**src/rtl/mem_arbiter_pkg.sv**
```systemverilog
// Shared encodings for the CPU / I/O block-RAM arbiter.
package mem_arbiter_pkg;

    typedef enum logic {
        ST_ARB,
        ST_IO_LOCK
    } arb_state_e;

    typedef enum logic [1:0] {
        OWN_NONE,
        OWN_CPU,
        OWN_IO
    } owner_e;

endpackage

```
**src/rtl/arb_wait_counter.sv**
```systemverilog
// Saturating up-counter with synchronous clear (clear wins over increment).
module arb_wait_counter #(
    parameter int MAX = 4,
    parameter int W   = $clog2(MAX + 1)
) (
    input  logic         clk,
    input  logic         reset,
    input  logic         inc,
    input  logic         clr,
    output logic [W-1:0] cnt,
    output logic         sat
);

    logic [W-1:0] cnt_q;
    logic [W-1:0] cnt_d;

    assign cnt = cnt_q;
    assign sat = (cnt_q == W'(MAX));

    always_comb begin
        cnt_d = cnt_q;
        if (clr) begin
            cnt_d = '0;
        end else if (inc && !sat) begin
            cnt_d = cnt_q + W'(1);
        end
    end

    always_ff @(posedge clk or negedge reset) begin
        if (!reset) begin
            cnt_q <= '0;
        end else begin
            cnt_q <= cnt_d;
        end
    end

endmodule

```
**src/rtl/mem_arbiter.sv**
```systemverilog
// Shares one synchronous single-port RAM between the CPU (priority) and an I/O master
// with starvation guard and capped I/O burst lock.
//   state      | meaning
//   ST_ARB     | normal arbitration, CPU first unless I/O has waited MAX_WAIT cycles
//   ST_IO_LOCK | I/O burst owns the bus, CPU denied until release or LOCK_MAX grants
module mem_arbiter
    import mem_arbiter_pkg::*;
#(
    parameter int WIDTH    = 16,
    parameter int ADDR_W   = 16,
    parameter int MAX_WAIT = 4,
    parameter int LOCK_MAX = 8
) (
    input  logic              clk,
    input  logic              reset,
    input  logic              cpu_req,
    input  logic              cpu_we,
    input  logic [ADDR_W-1:0] cpu_addr,
    input  logic [WIDTH-1:0]  cpu_wdata,
    output logic              cpu_gnt,
    output logic              cpu_rvalid,
    output logic [WIDTH-1:0]  cpu_rdata,
    input  logic              io_req,
    input  logic              io_we,
    input  logic [ADDR_W-1:0] io_addr,
    input  logic [WIDTH-1:0]  io_wdata,
    input  logic              io_lock,
    output logic              io_gnt,
    output logic              io_rvalid,
    output logic [WIDTH-1:0]  io_rdata,
    output logic              mem_we,
    output logic [ADDR_W-1:0] mem_addr,
    output logic [WIDTH-1:0]  mem_wdata,
    input  logic [WIDTH-1:0]  mem_rdata
);

    localparam int WAIT_W = $clog2(MAX_WAIT + 1);
    localparam int LOCK_W = $clog2(LOCK_MAX + 1);

    arb_state_e        state_q, state_d;
    owner_e            rd_owner_q, rd_owner_d;
    logic [WIDTH-1:0]  cpu_rdata_q, cpu_rdata_d;
    logic [WIDTH-1:0]  io_rdata_q, io_rdata_d;

    logic [WAIT_W-1:0] wait_cnt;
    logic              wait_sat, wait_inc, wait_clr;
    logic [LOCK_W-1:0] lock_cnt;
    logic              lock_sat, lock_inc, lock_clr, lock_release;
    logic              io_force;

    arb_wait_counter #(.MAX(MAX_WAIT), .W(WAIT_W)) u_wait_cnt (
        .clk   (clk),
        .reset (reset),
        .inc   (wait_inc),
        .clr   (wait_clr),
        .cnt   (wait_cnt),
        .sat   (wait_sat)
    );

    arb_wait_counter #(.MAX(LOCK_MAX), .W(LOCK_W)) u_lock_cnt (
        .clk   (clk),
        .reset (reset),
        .inc   (lock_inc),
        .clr   (lock_clr),
        .cnt   (lock_cnt),
        .sat   (lock_sat)
    );

    assign io_force = io_req && (wait_cnt == WAIT_W'(MAX_WAIT));

    // Grants are gated by reset so the bus goes quiet the instant reset asserts.
    always_comb begin
        cpu_gnt = 1'b0;
        io_gnt  = 1'b0;
        if (reset) begin
            if (state_q == ST_IO_LOCK) begin
                io_gnt = io_req;
            end else if (cpu_req && !io_force) begin
                cpu_gnt = 1'b1;
            end else if (io_req) begin
                io_gnt = 1'b1;
            end
        end
    end

    always_comb begin
        mem_we    = 1'b0;
        mem_addr  = '0;
        mem_wdata = '0;
        if (cpu_gnt) begin
            mem_we    = cpu_we;
            mem_addr  = cpu_addr;
            mem_wdata = cpu_wdata;
        end else if (io_gnt) begin
            mem_we    = io_we;
            mem_addr  = io_addr;
            mem_wdata = io_wdata;
        end
    end

    assign wait_inc = io_req && !io_gnt && !wait_sat;
    assign wait_clr = io_gnt || !io_req;

    // lock_cnt counts burst grants; the grant that brings it to LOCK_MAX is the last one.
    assign lock_release = !io_lock || !io_req || lock_sat
                          || (lock_cnt == LOCK_W'(LOCK_MAX - 1));
    assign lock_inc     = (state_q == ST_ARB) ? (io_gnt && io_lock) : !lock_release;
    assign lock_clr     = (state_q == ST_IO_LOCK) && lock_release;

    always_comb begin
        state_d = state_q;
        case (state_q)
            ST_ARB:     if (io_gnt && io_lock) state_d = ST_IO_LOCK;
            ST_IO_LOCK: if (lock_release)      state_d = ST_ARB;
            default:                           state_d = ST_ARB;
        endcase
    end

    always_comb begin
        rd_owner_d = OWN_NONE;
        if (cpu_gnt && !cpu_we) begin
            rd_owner_d = OWN_CPU;
        end else if (io_gnt && !io_we) begin
            rd_owner_d = OWN_IO;
        end
    end

    // Read data passes straight from the RAM in the return cycle, then is held.
    assign cpu_rvalid  = (rd_owner_q == OWN_CPU);
    assign io_rvalid   = (rd_owner_q == OWN_IO);
    assign cpu_rdata_d = cpu_rvalid ? mem_rdata : cpu_rdata_q;
    assign io_rdata_d  = io_rvalid  ? mem_rdata : io_rdata_q;
    assign cpu_rdata   = cpu_rdata_d;
    assign io_rdata    = io_rdata_d;

    always_ff @(posedge clk or negedge reset) begin
        if (!reset) begin
            state_q     <= ST_ARB;
            rd_owner_q  <= OWN_NONE;
            cpu_rdata_q <= '0;
            io_rdata_q  <= '0;
        end else begin
            state_q     <= state_d;
            rd_owner_q  <= rd_owner_d;
            cpu_rdata_q <= cpu_rdata_d;
            io_rdata_q  <= io_rdata_d;
        end
    end

endmodule

```
**config.mk**
```make
export PLATFORM = sky130hd
export DESIGN_NAME = mem_arbiter
export DESIGN_NICKNAME = d
export VERILOG_FILES = /design/src/rtl/mem_arbiter_pkg.sv /design/src/rtl/arb_wait_counter.sv /design/src/rtl/mem_arbiter.sv
export SDC_FILE = /design/constraint.sdc
export NUM_CORES = 1
export LEC_CHECK = 0
export ABC_AREA = 0
export BUFFER_PORTS_ARGS = -buffer_cell sky130_fd_sc_hd__buf_2
export CAP_MARGIN = 20
export CORE_ASPECT_RATIO = 0.5
export CORE_MARGIN = 8
export CORE_UTILIZATION = 41
export CTS_CLUSTER_DIAMETER = 50
export DETAILED_ROUTE_END_ITERATION = 6
export PLACE_DENSITY_LB_ADDON = 0.12
export SYNTH_ARGS = -nofsm -noshare
export SYNTH_HDL_FRONTEND = slang
export SYNTH_SLANG_ARGS = --single-unit
```
**constraint.sdc**
```tcl
create_clock -name clk -period 2.7 [get_ports clk]
set_input_delay 0.81 -clock clk [delete_from_list [all_inputs] [get_ports clk]]
set_output_delay 0.81 -clock clk [all_outputs]
set_load 0.01 [all_outputs]
```
==> Yosys cells after proc, flatten, opt, wreduce, memory -nomap -nowiden <==
Cells that the tools add are included.
{ "totals": {"regBits": 42, "latchBits": 0, "ram_bits": 0, "mem_bits_ro": 0, "input_bits": 87, "wordCells": 64, "n_memories": 0} }
{ "classes": {"n_addsub": 2, "multipliers": 0, "div": 0, "magnitude_cmp": 0, "n_eq_ne": 5, "shifts": 0, "mux": 25, "bitwise_logic": 1, "n_reduce_logical": 25} }
{ "op_table": {"columns": ["cell", "count"], "rows": [
  ["16-bit 2-to-1 mux", 6],
  ["1-bit 2-to-1 mux", 12],
  ["1-bit logical AND", 10],
  ["1-bit logical NOT", 9],
  ["4-bit 2-to-1 mux", 2],
  ["3-bit 2-to-1 mux", 2],
  ["4-bit by 1-bit adder with 4-bit output (second input constant)", 1],
  ["4-bit by 3-bit equality test with 1-bit output (second input constant)", 1],
  ["4-bit equality test (second input constant)", 1],
  ["1-bit logical OR", 4],
  ["2-bit 2-to-1 mux", 2],
  ["2-bit nonzero test", 2],
  ["3-bit by 1-bit adder with 3-bit output (second input constant)", 1],
  ["3-bit equality test (second input constant)", 1],
  ["2-bit by 1-bit equality test with 1-bit output (second input constant)", 1],
  ["2-bit equality test (second input constant)", 1],
  ["1-bit case mux with 2 select lines", 1],
  ["1-bit NOT", 1]
]} }

==> Longest topological paths before layout <==
Gate-level depths: netlist (run 1).
{ "logic_depth": {"word_depth": 13, "mapped_depth": 6, "ltp_nobuf": 6} }

==> Modules after synthesis <==
A second synthesis (run 1) with hierarchy kept.
{ "hier_totals": {"cells_unflattened": 246, "hier_area_um2": 2499.9} }
{ "modules_own_cells": {"columns": ["module", "n_inst", "cells_each", "area_per_inst_um2"], "rows": [
  ["mem_arbiter", 1, 204, 2069.5],
  ["arb_wait_counter at u_lock_cnt", 1, 24, 232.7],
  ["arb_wait_counter at u_wait_cnt", 1, 18, 197.7]
]} }

==> Worst setup path before layout (run 1) <==
No wires, ideal clock.
{ "synth_timing": {"path_type": "input -> output", "from": "input cpu_req", "to": "output mem_addr[2]", "arrival_time_ns": 1.663, "setup_slack_ns": 0.227, "path_stages": 5, "n_path_buf": 1, "path_cell_list": "nor2b_4 -> nand2_2 -> a31oi_4 -> buf_6 -> a22o_1"} }
{ "synth_rtl": {"columns": ["element", "line", "source"], "rows": [
  ["start: declaration", "mem_arbiter.sv:16", "input logic cpu_req,"],
  ["1-bit logical AND", "mem_arbiter.sv:78", "end else if (cpu_req && !io_force) begin"],
  ["1-bit 2-to-1 mux", "mem_arbiter.sv:78", null],
  ["1-bit 2-to-1 mux", "mem_arbiter.sv:76", "if (state_q == ST_IO_LOCK) begin"],
  ["1-bit 2-to-1 mux", "mem_arbiter.sv:75", "if (reset) begin"],
  ["via cpu_gnt", "mem_arbiter.sv:20", "output logic cpu_gnt,"],
  ["16-bit 2-to-1 mux", "mem_arbiter.sv:90", "if (cpu_gnt) begin"],
  ["end: declaration", "mem_arbiter.sv:32", "output logic [ADDR_W-1:0] mem_addr,"]
]} }
The timed path passes the listed nets, and every way through them passes these cells.

==> Worst setup path after layout (run 1) <==
{ "layout_timing": {"from": "input cpu_req", "to": "output mem_addr[13]"} }
{ "layout_via": {"elab_chain_cells": 6} }
{ "layout_rtl": {"columns": ["element", "line", "source"], "rows": [
  ["1-bit logical AND (*)", "mem_arbiter.sv:78", null],
  ["1-bit 2-to-1 mux", "mem_arbiter.sv:78", null],
  ["1-bit 2-to-1 mux", "mem_arbiter.sv:76", null],
  ["1-bit 2-to-1 mux", "mem_arbiter.sv:75", null],
  ["16-bit 2-to-1 mux", "mem_arbiter.sv:94", "end else if (io_gnt) begin"],
  ["16-bit 2-to-1 mux (*)", "mem_arbiter.sv:90", null]
]} }
Every way passes the cells marked *; elsewhere a longest branch is shown, timed or not.

==> results of run 1 <==
## registers in the layout (all words and copies together) (netlist names)
register        cells
cpu_rdata_q        16
io_rdata_q         16
u_lock_cnt.cnt      4
u_wait_cnt.cnt      3
rd_owner_q          2
state_q             1
## layer usage
metal,vias to the layer above,GRT usage
met5,-,0
met4,2,0.0468
met3,10,0.0932
met2,95,0.328
met1,997,0.155
li1,994,-
## logic make-up (layout without fill, tap and decap cells)
| family | Yosys count | in the layout | share of synthesized area |
|---|---|---|---|
| multiplexers | 33 | 33 | 0.170 |
| AND/OR/NAND/NOR | 29 | 29 | 0.0754 |
| buffers and inverters | 18 | 192 | 0.0472 |
| flip-flops | 42 | 42 | 0.484 |
| adder cells (fa/ha/maj) | 4 | 4 | 0.0230 |
| XOR/XNOR | 2 | 2 | 0.00806 |
| AO/OA/AOI/OAI | 47 | 47 | 0.192 |
## synth_stat cells, types with 2 or more instances
| cell type | number |
|---|---|
| nand3_1 | 3 |
| a21oi_1 | 3 |
| nand2b_1 | 4 |
| nand2_1 | 6 |
| nand2_2 | 2 |
| buf_6 | 3 |
| ha_1 | 4 |
| mux2_1 | 6 |
| xnor2_1 | 2 |
| a211oi_2 | 2 |
| buf_2 | 7 |
| nor2b_1 | 2 |
| and3b_1 | 2 |
| inv_1 | 7 |
| mux2_2 | 26 |
| dfrtp_1 | 42 |
| nor2_1 | 4 |
| a22o_1 | 33 |
| nor3_1 | 2 |
## stage by stage
step	std cells	TNS (ps)	hold slack [ps]
after floorplan	175	0	504
after global placement	397	0	459
after global routing	419	-248	514
after detailed placement	397	0	469
after CTS	405	0	486
final	419	0	483
## layout by cell type, fill, tap and decap left out, types with 2 or more instances in the layout
cell type,synthesis,final
clkbuf_16,0,5
buf_6,3,7
a21oi_1,3,3
nor2_1,4,4
clkbuf_8,0,5
nand2_1,6,6
dfrtp_1,42,42
nor2b_1,2,2
buf_12,0,4
a211oi_2,2,2
clkbuf_1,0,2
inv_1,7,7
nor3_1,2,2
buf_2,7,154
xnor2_1,2,2
mux2_1,6,6
and3b_1,2,2
nand3_1,3,3
a22o_1,33,33
nand2b_1,4,4
mux2_2,26,26
buf_4,1,7
ha_1,4,3
## area by class of cell
type | instances | area share
repair buffers | 177 | 0.324
flip-flops and latches | 42 | 0.308
multi-input cells | 115 | 0.304
well taps | 70 | 0.0256
clock buffers | 7 | 0.0223
clock inverters | 1 | 0.00879
inverters | 7 | 0.00769
## worst max path at each step
stage	end	slack, ps	cells past startpoint
final	mem_addr[13]	30	8
after CTS	mem_addr[2]	10	7
after global placement	mem_addr[2]	50	7
after floorplan	mem_addr[2]	230	5
after detailed placement	mem_addr[2]	30	7
after global routing	mem_addr[12]	-20	8
## timing repair
item                       CTS  global route
setup buffers                0             6
resized for setup            1             6
cloned                       0             8
pin swaps                    0            10
hold buffers                 0             0
setup endpoints to repair   33            33
## worst max-delay path, cell delays in order
cell and delay (ps):
buf_6 70, nor2b_4 150, nand2_2 70, a31oi_4 200, buf_6 160, clkbuf_16 130
a22o_1 120, buf_2 130
## power by group
| part | leakage (nW) | switching, W | internal [W] | total [W] |
|---|---|---|---|---|
| sequential | 0.512 | 0.0000629 | 0.000770 | 0.000833 |
| clock | 0.0524 | 0.000196 | 0.000276 | 0.000473 |
| combinational | 1.23 | 0.000334 | 0.000360 | 0.000694 |
==> summary.md, run 1 <==
| Metric | Value |
|---|---|
| Register Area | 1050 um^2 |
| Reg2reg setup slack | 880 ps |
| CP max FO | 5 |
| Largest net degree at the start of global routing | 37 |
| Net Count, Synth | 266 |
| Pwr Density | 585 nW/um^2 |
| WHS Path Cells | 1 |
| HPWL Detailed | 5720 um |
| DRT met1 WL | 2570 um |
| Post-synth EDFFs | 0 |
| Skew-Pair Late Insertion Delay | 290 ps |
| Yosys top cell by area | dfrtp_1 |
| Total gr overflow | 0 |
| Clk buf depth | 2 |
| TritonCTS clock tree | yes |
| Cells on worst reg2reg path | 6 |
| Vias in the first global route | 2,245 |
| Final hold violations | 0 |
| Final net count | 439 |
| Num CTS Buffers | 5 |
| Reg-to-Reg End | u_lock_cnt.cnt[3] |
| Status | finished, final reports clean |
| Placed Area | 3060 um^2 |
| Core Region | 5020 um^2 |
| Highest Clock Rate | 375 MHz |
| Sequential area share after synthesis | 0.484 |
| Post-route setup slack | 33.1 ps |
| Worst Hold Class | register to register |
| Starting Density | 0.433 |
| Arr. time, crit path | 1860 ps |
| CP Launch Point | cpu_req |
| First-pass GRT wire length | 10,900 um |
| Period Utilization, post-route | 0.988 |
| Relative slew slack | 0.765 |
| Synth warn | 0 |
| Clock Skews | 3.99 ps |
| CTS sink cnt | 42 |
| Worst Tran Pin Value | 352 ps |
| Startpoint Class | input port |
| Die X | 119 um |
| Placement Setup Slack | 25.1 ps |
| Cell area after layout | 3420 um^2 |
| Max-cap violations | 0 |
| Met2 WL | 3940 um |
| Crit Path Class | input port to output pin |
| Post-synthesis register bit count | 42 |
| 1st-iter DRT viols | 94 |
| Share of cells above drive strength 1 | 0.625 |
| CTS HTree Levels | 2 |
| Area occupied by multi-input gates | 1040 um^2 |
| Leakage | 1.80 nW |
| Endpoint of the worst hold path | io_rdata_q[9] |
| Diode count | 0 |
| CTS root buffer | clkbuf_8 |
| Worst-path clk slew | 70 ps |
| Initial antenna violation count | 1 |
| Port bufs | 155 |
| Fin. max-slew vios | 0 |
| Worst vdd rail ir drop | 0.000297 V |
| DRC Markers | 0 |
| Power Total | 0.00200 W |
| Final ANT Viol Nets | 0 |
| # fillers | 403 |
| RSZ-0062 raised after global routing | yes |
| Gpl congestion | 0.807 |
| Post-synthesis async set-or-reset flop share | 1.00 |
| Total GRT Usage | 0.169 |
| Largest cells by area after synthesis | dfrtp_1 (48%), mux2_2 (13%), a22o_1 (13%), mux2_1 (3.1%), ha_1 (2.3%) |
| Syn-to-layout area delta | 57.2% |
| Wire length on met3 | 839 um |
| Die Footprint | 8030 um^2 |
| DRT Pass-1 Iters | 4 |
| Die height | 67.5 um |
| Syn_area_per_cell | 12.4 um^2 |
| Critical Path End Type | output pin |
| Routed wire length | 7430 um |
| Final count of negative-setup-slack endpoints | 0 |
| Post-route minimum period | 2670 ps |
| Routed length per placed instance | 17.7 um |
| Most used DFF post-synth | dfrtp_1 |
| DR top layer | met5 |
| Mapped Cells | 175 |
| Rows | 18 |
| Mapped cell area | 2170 um^2 |
| Post-synth top area share | 0.484 |
| Post-Route Utilization | 0.680 |
| Via/cell ratio | 5.01 |
| IO Count | 156 |
| Worst path required time | 1890 ps |
| Critical R2R Launch | u_lock_cnt.cnt[0] |
| Critical hold path startpoint | io_rdata_q[9] |
| Vias | 2,098 |
| Synth unique cells | 34 |
Note: power is estimated with default switching activity, not from simulation.
==> run 2, diff against run 1 <==
--- a/config.mk
+++ b/config.mk
@@ -8,11 +8,14 @@
 export ABC_AREA = 0
 export BUFFER_PORTS_ARGS = -buffer_cell sky130_fd_sc_hd__buf_2
 export CAP_MARGIN = 20
+export CELL_PAD_IN_SITES_DETAIL_PLACEMENT = 2
+export CELL_PAD_IN_SITES_GLOBAL_PLACEMENT = 2
 export CORE_ASPECT_RATIO = 0.5
 export CORE_MARGIN = 8
-export CORE_UTILIZATION = 41
+export CORE_UTILIZATION = 23
 export CTS_CLUSTER_DIAMETER = 50
 export DETAILED_ROUTE_END_ITERATION = 6
+export HOLD_SLACK_MARGIN = 0.05
 export PLACE_DENSITY_LB_ADDON = 0.12
 export SYNTH_ARGS = -nofsm -noshare
 export SYNTH_HDL_FRONTEND = slang
==> run 2 against run 1 <==
Compared with the run above: sequential share of layout area shrank 0.96 points; highest routed layer unchanged; first-iteration DRC count is 67% lower; count of clock-buffer cells in the layout fell by 1; combinational power increased by 3.6%; critical path depth unchanged.
==> summary.md, run 2 (synthesized netlist as in run 1, its figures left out) <==
| Metric | Value |
|---|---|
| Cell area after layout | 3530 um^2 |
| Critical Path End Type | output pin |
| Initial antenna violation count | 2 |
| Num CTS Buffers | 5 |
| Post-route minimum period | 2660 ps |
| Most common cell after layout, fill and taps aside | buf_2 |
| Starting Density | 0.233 |
| Worst Tran Pin Value | 329 ps |
| Setup TNS | 0 ps |
| Syn-to-layout area delta | 62.2% |
| Gpl congestion | 0.806 |
| Worst path required time | 1890 ps |
| Area occupied by multi-input gates | 1040 um^2 |
| TritonCTS clock tree | yes |
| Highest Clock Rate | 376 MHz |
| Status | finished, final reports clean |
| Final net count | 437 |
| Pwr Density | 602 nW/um^2 |
| CP Launch Point | cpu_req |
| Post-route setup slack | 42.5 ps |
| Worst vdd rail ir drop | 0.000349 V |
| # fillers | 1,019 |
| Via/cell ratio | 4.53 |
| CTS sink cnt | 42 |
| Final ANT Viol Nets | 0 |
| Total GRT Usage | 0.131 |
| CTS root buffer | clkbuf_16 |
| Die X | 153 um |
| Skew-Pair Late Insertion Delay | 270 ps |
| Cells on worst reg2reg path | 8 |
| Die height | 84.7 um |
| CTS HTree Levels | 2 |
| Clk buf depth | 2 |
| Share of cells above drive strength 1 | 0.631 |
| Vias | 2,127 |
| Period Utilization, post-route | 0.984 |
| 1st-iter DRT viols | 31 |
| Largest net degree at the start of global routing | 26 |
| Crit Path Class | input port to output pin |
| Routed wire length | 9060 um |
| Reg2reg setup slack | 1060 ps |
| HPWL Detailed | 7330 um |
| First-pass GRT wire length | 13,700 um |
| Core Region | 9320 um^2 |
| DRT Pass-1 Iters | 4 |
| Arr. time, crit path | 1850 ps |
| Max-cap violations | 0 |
| Leakage | 1.81 nW |
| IO Count | 156 |
| Relative slew slack | 0.781 |
| Rows | 25 |
| Vias in the first global route | 2,495 |
| Most frequent cells in the layout | buf_2 (152), dfrtp_1 (42), a22o_1 (33), mux2_2 (26) |
| Register Area | 1050 um^2 |
| Die Footprint | 13,000 um^2 |
| Reg-to-Reg End | u_wait_cnt.cnt[2] |
| DRC Markers | 0 |
| Placement Setup Slack | -11.9 ps |
| Worst Hold Class | register to register |
| Startpoint Class | input port |
| Worst-path clk slew | 60 ps |
| Hold slack final | 481 ps |
| Final hold violations | 0 |
| Power Total | 0.00212 W |
| Clock Skews | 3.61 ps |
| Placed Area | 3150 um^2 |
| Port bufs | 155 |
| Routed length per placed instance | 19.3 um |
| Fin. max-slew vios | 0 |
| Total gr overflow | 0 |
| Critical path endpoint | mem_wdata[4] |
| CP max FO | 10 |
| Critical R2R Launch | u_wait_cnt.cnt[1] |
| Final count of negative-setup-slack endpoints | 0 |
==> run 2: cell type report <==
cell class,instances,area share
Timing Repair Buffer,175,0.315
Sequential cell,42,0.298
Multi-Input combinational cell,115,0.295
Tap cell,121,0.0429
Clock buffer,6,0.0366
Inverter,7,0.00745
Clock inverter,2,0.00390
Antenna cell,2,0.00142
==> run 2: what timing repair did <==
| item | 4_1_cts | 5_1_grt |
|---|---|---|
| pin swaps | 0 | 12 |
| setup buffers | 2 | 3 |
| hold buffers | 0 | 0 |
| gates cloned | 1 | 4 |
| endpoints found under the setup margin | 33 | 33 |
| resized for setup | 3 | 5 |
==> run 2: worst min-delay path by stage <==
stage                       from                end  slack, ps  cells past startpoint
2_1_floorplan  u_lock_cnt.cnt[2]  u_lock_cnt.cnt[2]        500                      1
3_3_place_gp       io_rdata_q[8]      io_rdata_q[8]        460                      1
3_5_place_dp      io_rdata_q[13]     io_rdata_q[13]        470                      1
4_1_cts           io_rdata_q[13]     io_rdata_q[13]        490                      1
5_1_grt            io_rdata_q[3]      io_rdata_q[3]        510                      1
6_report          io_rdata_q[10]     io_rdata_q[10]        480                      1
==> run 2: critical path: stages <==
cell,delay (ps)
buf_6,90
nor2b_4,120
buf_4,140
a21oi_4,140
buf_12,140
clkbuf_16,150
a22o_1,120
buf_2,140
==> run 2: report_power, final <==
part / internal, W / switching, W
combinational: 0.000365 / 0.000354
clock: 0.000342 / 0.000226
sequential: 0.000771 / 0.0000635
==> run 2: stage by stage <==
stage	util	instances
after floorplan	-	175
after global placement	0.338	450
after detailed placement	0.338	450
after CTS	0.360	461
after global routing	0.378	468
final	0.378	470
==> run 2: routing by layer <==
metal	vias up	global-route usage	share of wire
met2	88	0.235	0.50
met3	6	0.0686	0.11
met4	4	0.0185	0.0046
met1	1036	0.138	0.38
li1	993	-	-
met5	-	0	0.0038
